$ cat src/rtl/pipe_stage_reg.sv
// Inter-stage pipeline register with valid/ready handshake, optional 2-entry skid buffer,
// synchronous flush to a NOP pattern and a saturating stall-cycle counter.
module pipe_stage_reg #(
   parameter int unsigned       DATA_W    = 96,
   parameter logic [DATA_W-1:0] CLEAR_VAL = '0,
   parameter bit                SKID_EN   = 1'b1,
   parameter int unsigned       CNT_W     = 16
) (
   input  logic              i_clk,
   input  logic              i_rst_n,
   input  logic              i_in_valid,
   output logic              o_in_ready,
   input  logic [DATA_W-1:0] i_in_data,
   input  logic              i_flush,
   output logic              o_out_valid,
   input  logic              i_out_ready,
   output logic [DATA_W-1:0] o_out_data,
   output logic [CNT_W-1:0]  o_stall_cnt
);

   typedef enum logic [1:0] {
      ST_EMPTY = 2'd0,
      ST_FULL  = 2'd1,
      ST_SKID  = 2'd2
   } state_t;

   localparam logic [CNT_W-1:0] CNT_MAX = '1;

   state_t            r_state;
   state_t            w_state_next;
   logic [DATA_W-1:0] r_main;
   logic [DATA_W-1:0] r_skid;
   logic [DATA_W-1:0] w_main_next;
   logic [DATA_W-1:0] w_skid_next;
   logic [CNT_W-1:0]  r_stall_cnt;
   logic              w_acc;
   logic              w_emt;

   assign o_out_valid = (r_state != ST_EMPTY);
   assign o_out_data  = r_main;
   assign o_stall_cnt = r_stall_cnt;
   assign w_acc       = i_in_valid & o_in_ready;
   assign w_emt       = o_out_valid & i_out_ready;

   always_comb begin
      w_state_next = r_state;
      w_main_next  = r_main;
      w_skid_next  = r_skid;
      case (r_state)
         ST_EMPTY: begin
            if (w_acc) begin
               w_state_next = ST_FULL;
               w_main_next  = i_in_data;
            end
         end
         ST_FULL: begin
            if (w_acc && w_emt) begin
               w_main_next = i_in_data;
            end else if (w_emt) begin
               // Drained stage reads as a NOP bubble rather than stale data.
               w_state_next = ST_EMPTY;
               w_main_next  = CLEAR_VAL;
            end else if (w_acc && SKID_EN) begin
               w_state_next = ST_SKID;
               w_skid_next  = i_in_data;
            end
         end
         ST_SKID: begin
            if (w_emt) begin
               w_state_next = ST_FULL;
               w_main_next  = r_skid;
               w_skid_next  = CLEAR_VAL;
            end
         end
         default: begin
            w_state_next = ST_EMPTY;
            w_main_next  = CLEAR_VAL;
            w_skid_next  = CLEAR_VAL;
         end
      endcase
   end

   always_ff @(posedge i_clk) begin
      if (!i_rst_n || i_flush) begin
         r_state <= ST_EMPTY;
         r_main  <= CLEAR_VAL;
         r_skid  <= CLEAR_VAL;
      end else begin
         r_state <= w_state_next;
         r_main  <= w_main_next;
         r_skid  <= w_skid_next;
      end
   end

   // Flush deliberately leaves the stall history intact.
   always_ff @(posedge i_clk) begin
      if (!i_rst_n) begin
         r_stall_cnt <= '0;
      end else if (o_out_valid && !i_out_ready && (r_stall_cnt != CNT_MAX)) begin
         r_stall_cnt <= r_stall_cnt + 1'b1;
      end
   end

   generate
      if (SKID_EN) begin : g_skid
         logic r_in_ready;
         // Registered ready: upstream never sees a combinational path from i_out_ready.
         always_ff @(posedge i_clk) begin
            if (!i_rst_n || i_flush) begin
               r_in_ready <= 1'b1;
            end else begin
               r_in_ready <= (w_state_next != ST_SKID);
            end
         end
         assign o_in_ready = r_in_ready;
      end else begin : g_noskid
         assign o_in_ready = !o_out_valid | i_out_ready;
      end
   endgenerate

endmodule
$ cat config.mk
export PLATFORM = sky130hd
export DESIGN_NAME = pipe_stage_reg
export DESIGN_NICKNAME = d
export VERILOG_FILES = /design/src/rtl/pipe_stage_reg.sv
export SDC_FILE = /design/constraint.sdc
export NUM_CORES = 1
export LEC_CHECK = 0
export BUFFER_PORTS_ARGS = -buffer_cell sky130_fd_sc_hd__buf_2
export CORE_UTILIZATION = 54
export DETAILED_ROUTE_END_ITERATION = 16
export GPL_TIMING_DRIVEN = 1
export PLACE_DENSITY = 0.89
export SYNTH_ARGS = -nofsm -noshare
export SYNTH_HDL_FRONTEND = slang
export SYNTH_SLANG_ARGS = --single-unit
$ cat constraint.sdc
create_clock -name i_clk -period 2.2 [get_ports i_clk]
set_clock_uncertainty 0.2 [all_clocks]
set_input_delay 0.11 -clock i_clk [delete_from_list [all_inputs] [get_ports i_clk]]
set_output_delay 0.11 -clock i_clk [all_outputs]
set_load 0.005 [all_outputs]
==> impl_metrics.xml <==
<?xml version="1.0" encoding="UTF-8"?>
<metrics>
  <group name="floorplanning">
    <metric name="design.die.area" unit="um2">17000</metric>
    <metric name="core.rowCount" unit="">46</metric>
    <metric name="pin_count" unit="">215</metric>
    <metric name="initial_utilization" unit="%">55.7</metric>
    <metric name="die_w" unit="um">130</metric>
    <metric name="die-height" unit="um">130</metric>
    <metric name="core-area" unit="um2">15900</metric>
  </group>
  <group name="synth">
    <metric name="synth_edf_count" unit="">0</metric>
    <metric name="synth_seq_cells" unit="">211</metric>
    <metric name="net_count_synth" unit="">1026</metric>
    <metric name="synth.yosys.warnings" unit="">0</metric>
    <metric name="dominantRegCellSynth" unit="">dfxtp_1</metric>
    <metric name="seq_area_frac_synth" unit="%">47.6</metric>
    <metric name="synth.avg_cell_area" unit="um2">9.61</metric>
    <metric name="mappedNetlistArea" unit="um2">8880</metric>
    <metric name="yosysTopAreaCellShare" unit="%">47.6</metric>
    <metric name="synth.most_common_cell" unit="">dfxtp_1</metric>
    <metric name="synth_area_leader_cell" unit="">dfxtp_1</metric>
    <metric name="synth_commonest_cells" unit="">211 x dfxtp_1, 197 x nor2_1, 98 x and2_1, 98 x mux2i_1, 96 x a222oi_1</metric>
    <metric name="post_synth_inst_count" unit="">924</metric>
    <metric name="synth.distinct_cells" unit="">39</metric>
    <metric name="postSynth.asyncResetShare" unit="%">0</metric>
    <metric name="netlist_top_cells_area" unit="">dfxtp_1 48%, mux2i_1 11%, a222oi_1 11%</metric>
  </group>
  <group name="critical_path">
    <metric name="timing.critical_path.required" unit="ps">2360</metric>
    <metric name="arrival" unit="ps">2240</metric>
    <metric name="timing.critical_path.from_type" unit="">input pin</metric>
    <metric name="critical_path_peak_fanout" unit="">43</metric>
    <metric name="timing_worst_setup_path_type" unit="">in -&gt; reg</metric>
    <metric name="crit_path_end_kind" unit="">register</metric>
  </group>
  <group name="sta">
    <metric name="period_minus_slack" unit="ps">2080</metric>
    <metric name="slew-limit-headroom" unit="%">64.4</metric>
    <metric name="post-route-period-util" unit="%">94.6</metric>
    <metric name="grt_setup_unrepaired" unit="">false</metric>
    <metric name="timing_hold_violations_final" unit="">0</metric>
    <metric name="timing_max_transition_violations_final" unit="">0</metric>
    <metric name="timing.fmax" unit="MHz">481</metric>
    <metric name="fin_tns_setup" unit="ps">0</metric>
    <metric name="tightest_slew" unit="ps">534</metric>
    <metric name="final-setup-viol-count" unit="">0</metric>
  </group>
  <group name="pwr">
    <metric name="power.density_cell_area" unit="nW/um2">723</metric>
    <metric name="peak_supply_drop" unit="uV">590</metric>
    <metric name="p_leak" unit="nW">4.87</metric>
    <metric name="totalPowerFinal" unit="mW">8.57</metric>
  </group>
  <group name="finish">
    <metric name="total_area_of_multi_input_combinational_cells" unit="um2">4290</metric>
    <metric name="area_delta_synth_final" unit="%">33.5</metric>
    <metric name="count_of_nets_after_finishing" unit="">1306</metric>
    <metric name="seq_area" unit="um2">4220</metric>
    <metric name="num-fill-cells" unit="">1072</metric>
    <metric name="drive_gt1_share" unit="%">23.7</metric>
    <metric name="layoutNonFillerInstCount" unit="">1434</metric>
    <metric name="post-route-util" unit="%">74.4</metric>
  </group>
  <group name="route">
    <metric name="drt-pass1-iter-count" unit="">9</metric>
    <metric name="via_per_inst" unit="">5.93</metric>
    <metric name="drt_wl_total" unit="um">26900</metric>
    <metric name="detail_route.wl_per_cell" unit="um">18.7</metric>
    <metric name="drc" unit="">0</metric>
    <metric name="dr_total_vias" unit="">8508</metric>
    <metric name="drt_iter0_drc" unit="">896</metric>
    <metric name="final_antenna_net_count" unit="">0</metric>
  </group>
  <group name="cts">
    <metric name="htree_num_levels" unit="">1</metric>
    <metric name="cts_buf_count" unit="">23</metric>
    <metric name="clock_slew_seen_by_the_registers_of_the_worst_setup_and_hold_paths" unit="ps">60</metric>
    <metric name="clock_sink_count" unit="">211</metric>
    <metric name="tritoncts" unit="">done</metric>
    <metric name="insertion_delay" unit="ps">490</metric>
    <metric name="clk_path_buf_depth" unit="">3</metric>
    <metric name="cts-root-buf" unit="">clkbuf_16</metric>
  </group>
  <group name="placed_design">
    <metric name="post-place-cells" unit="">1296</metric>
    <metric name="routabilityCongestion" unit="">0.823</metric>
    <metric name="numPortBuffers" unit="">214</metric>
    <metric name="dp.final_hpwl" unit="um">14300</metric>
  </group>
  <group name="global_route">
    <metric name="grt_start_max_net_pins" unit="">78</metric>
    <metric name="first_global_vias" unit="">8452</metric>
    <metric name="gr-usage-all-layers" unit="%">30.9</metric>
    <metric name="grt_first_pass_wirelength" unit="um">41600</metric>
    <metric name="antenna_found_initial" unit="">1</metric>
    <metric name="grt.overflow.total" unit="">0</metric>
  </group>
  <group name="worst_hold_path">
    <metric name="worst_min_delay_path_category" unit="">in -&gt; reg</metric>
  </group>
  <group name="job">
    <metric name="max_capacitance_violation_count" unit="">0</metric>
  </group>
  <group name="run_status">
    <metric name="status" unit="">finished, final reports clean</metric>
  </group>
</metrics>
power by group:
part / leakage [nW] / internal [mW] / switching, mW
clock: 0.343 / 2.13 / 1.51
combinational: 2.82 / 0.482 / 0.510
sequential: 1.71 / 3.89 / 0.0432
total: 4.87 / 6.51 / 2.07
critical path, cell delays in order:
cell	delay [ps]
dlygate4sd3_1	550
buf_2	240
buf_4	220
and2_2	300
buf_12	240
a222oi_1	450
nor2_1	110
final timing paths:
path / slack (ps) / cells past startpoint / start / to
max: 120 / 7 / i_out_ready / o_out_data[76]$_SDFFE_PP0P_
min: 20 / 3 / i_flush / r_skid[51]$_SDFFE_PP0P_
max reg2reg: 130 / 6 / r_state[0]$_SDFF_PP0_ / o_out_data[76]$_SDFFE_PP0P_
min reg2reg: 290 / 2 / o_stall_cnt[15]$_SDFFE_PN0P_ / o_stall_cnt[15]$_SDFFE_PN0P_
cell type report:
cell class	count	area share, %
Clock buffer	33	5.42
Timing Repair Buffer	343	19.9
Multi-Input combinational cell	621	36.2
Tap cell	216	2.28
Clock inverter	5	0.422
Sequential cell	211	35.6
Inverter	4	0.127
Antenna cell	1	0.0211
metrics by stage:
stage / hold WS, ps / instance area (um2) / worst slack, ps
2_1_floorplan: 48.3 / 8880 / 317
3_3_place_gp: 158 / 10200 / 246
3_5_place_dp: 173 / 10200 / 212
4_1_cts: 4.91 / 11900 / 199
5_1_grt: 36.1 / 11900 / 69.1
6_report: 15.2 / 11900 / 119
kinds of logic (layout without fill, tap and decap cells):
family	Yosys count	after routing	share of synthesized area [%]
AO/OA/AOI/OAI	172	172	17.4
XOR/XNOR	1	1	0.0986
adder cells (fa/ha/maj)	1	1	0.141
buffers and inverters	92	385	4.70
flip-flops	211	211	47.6
multiplexers	98	98	11.0
other	0	1	0
AND/OR/NAND/NOR	349	349	19.0
registers in the layout, summed over array words and instances, names as in the netlist:
signal and count:
o_out_data 96, r_skid 96, o_stall_cnt 16, r_state 2, o_in_ready 1
routing by layer:
metal  GRT usage, %  routed length (um)  part of all wire, %
met5              0                   0                    0
met4           14.8                 821                  3.1
met3           5.41                1910                  7.1
met2           55.4               13600                   51
met1           35.4               10500                   39
layout by cell type, fill, tap and decap left out, types with 4 or more instances in the layout:
cell,count
a22o_1,43
buf_4,24
a222oi_1,96
dlygate4sd3_1,99
clkbuf_1,7
mux2i_1,98
nand2_1,7
or4_1,7
o31ai_1,7
and2_1,97
clkinv_2,4
clkbuf_16,23
nor2_1,196
inv_1,4
nand4_1,7
or3_1,5
buf_2,214
dfxtp_1,211
buf_12,6
nand3_1,5
a21oi_1,13
timing repair:
item,in CTS,in global routing
buffers inserted,0,0
hold buffers,99,0
hold endpoints to repair,197,0
gates resized for setup,0,0
No activity file was read; power rests on OpenSTA's default activity.
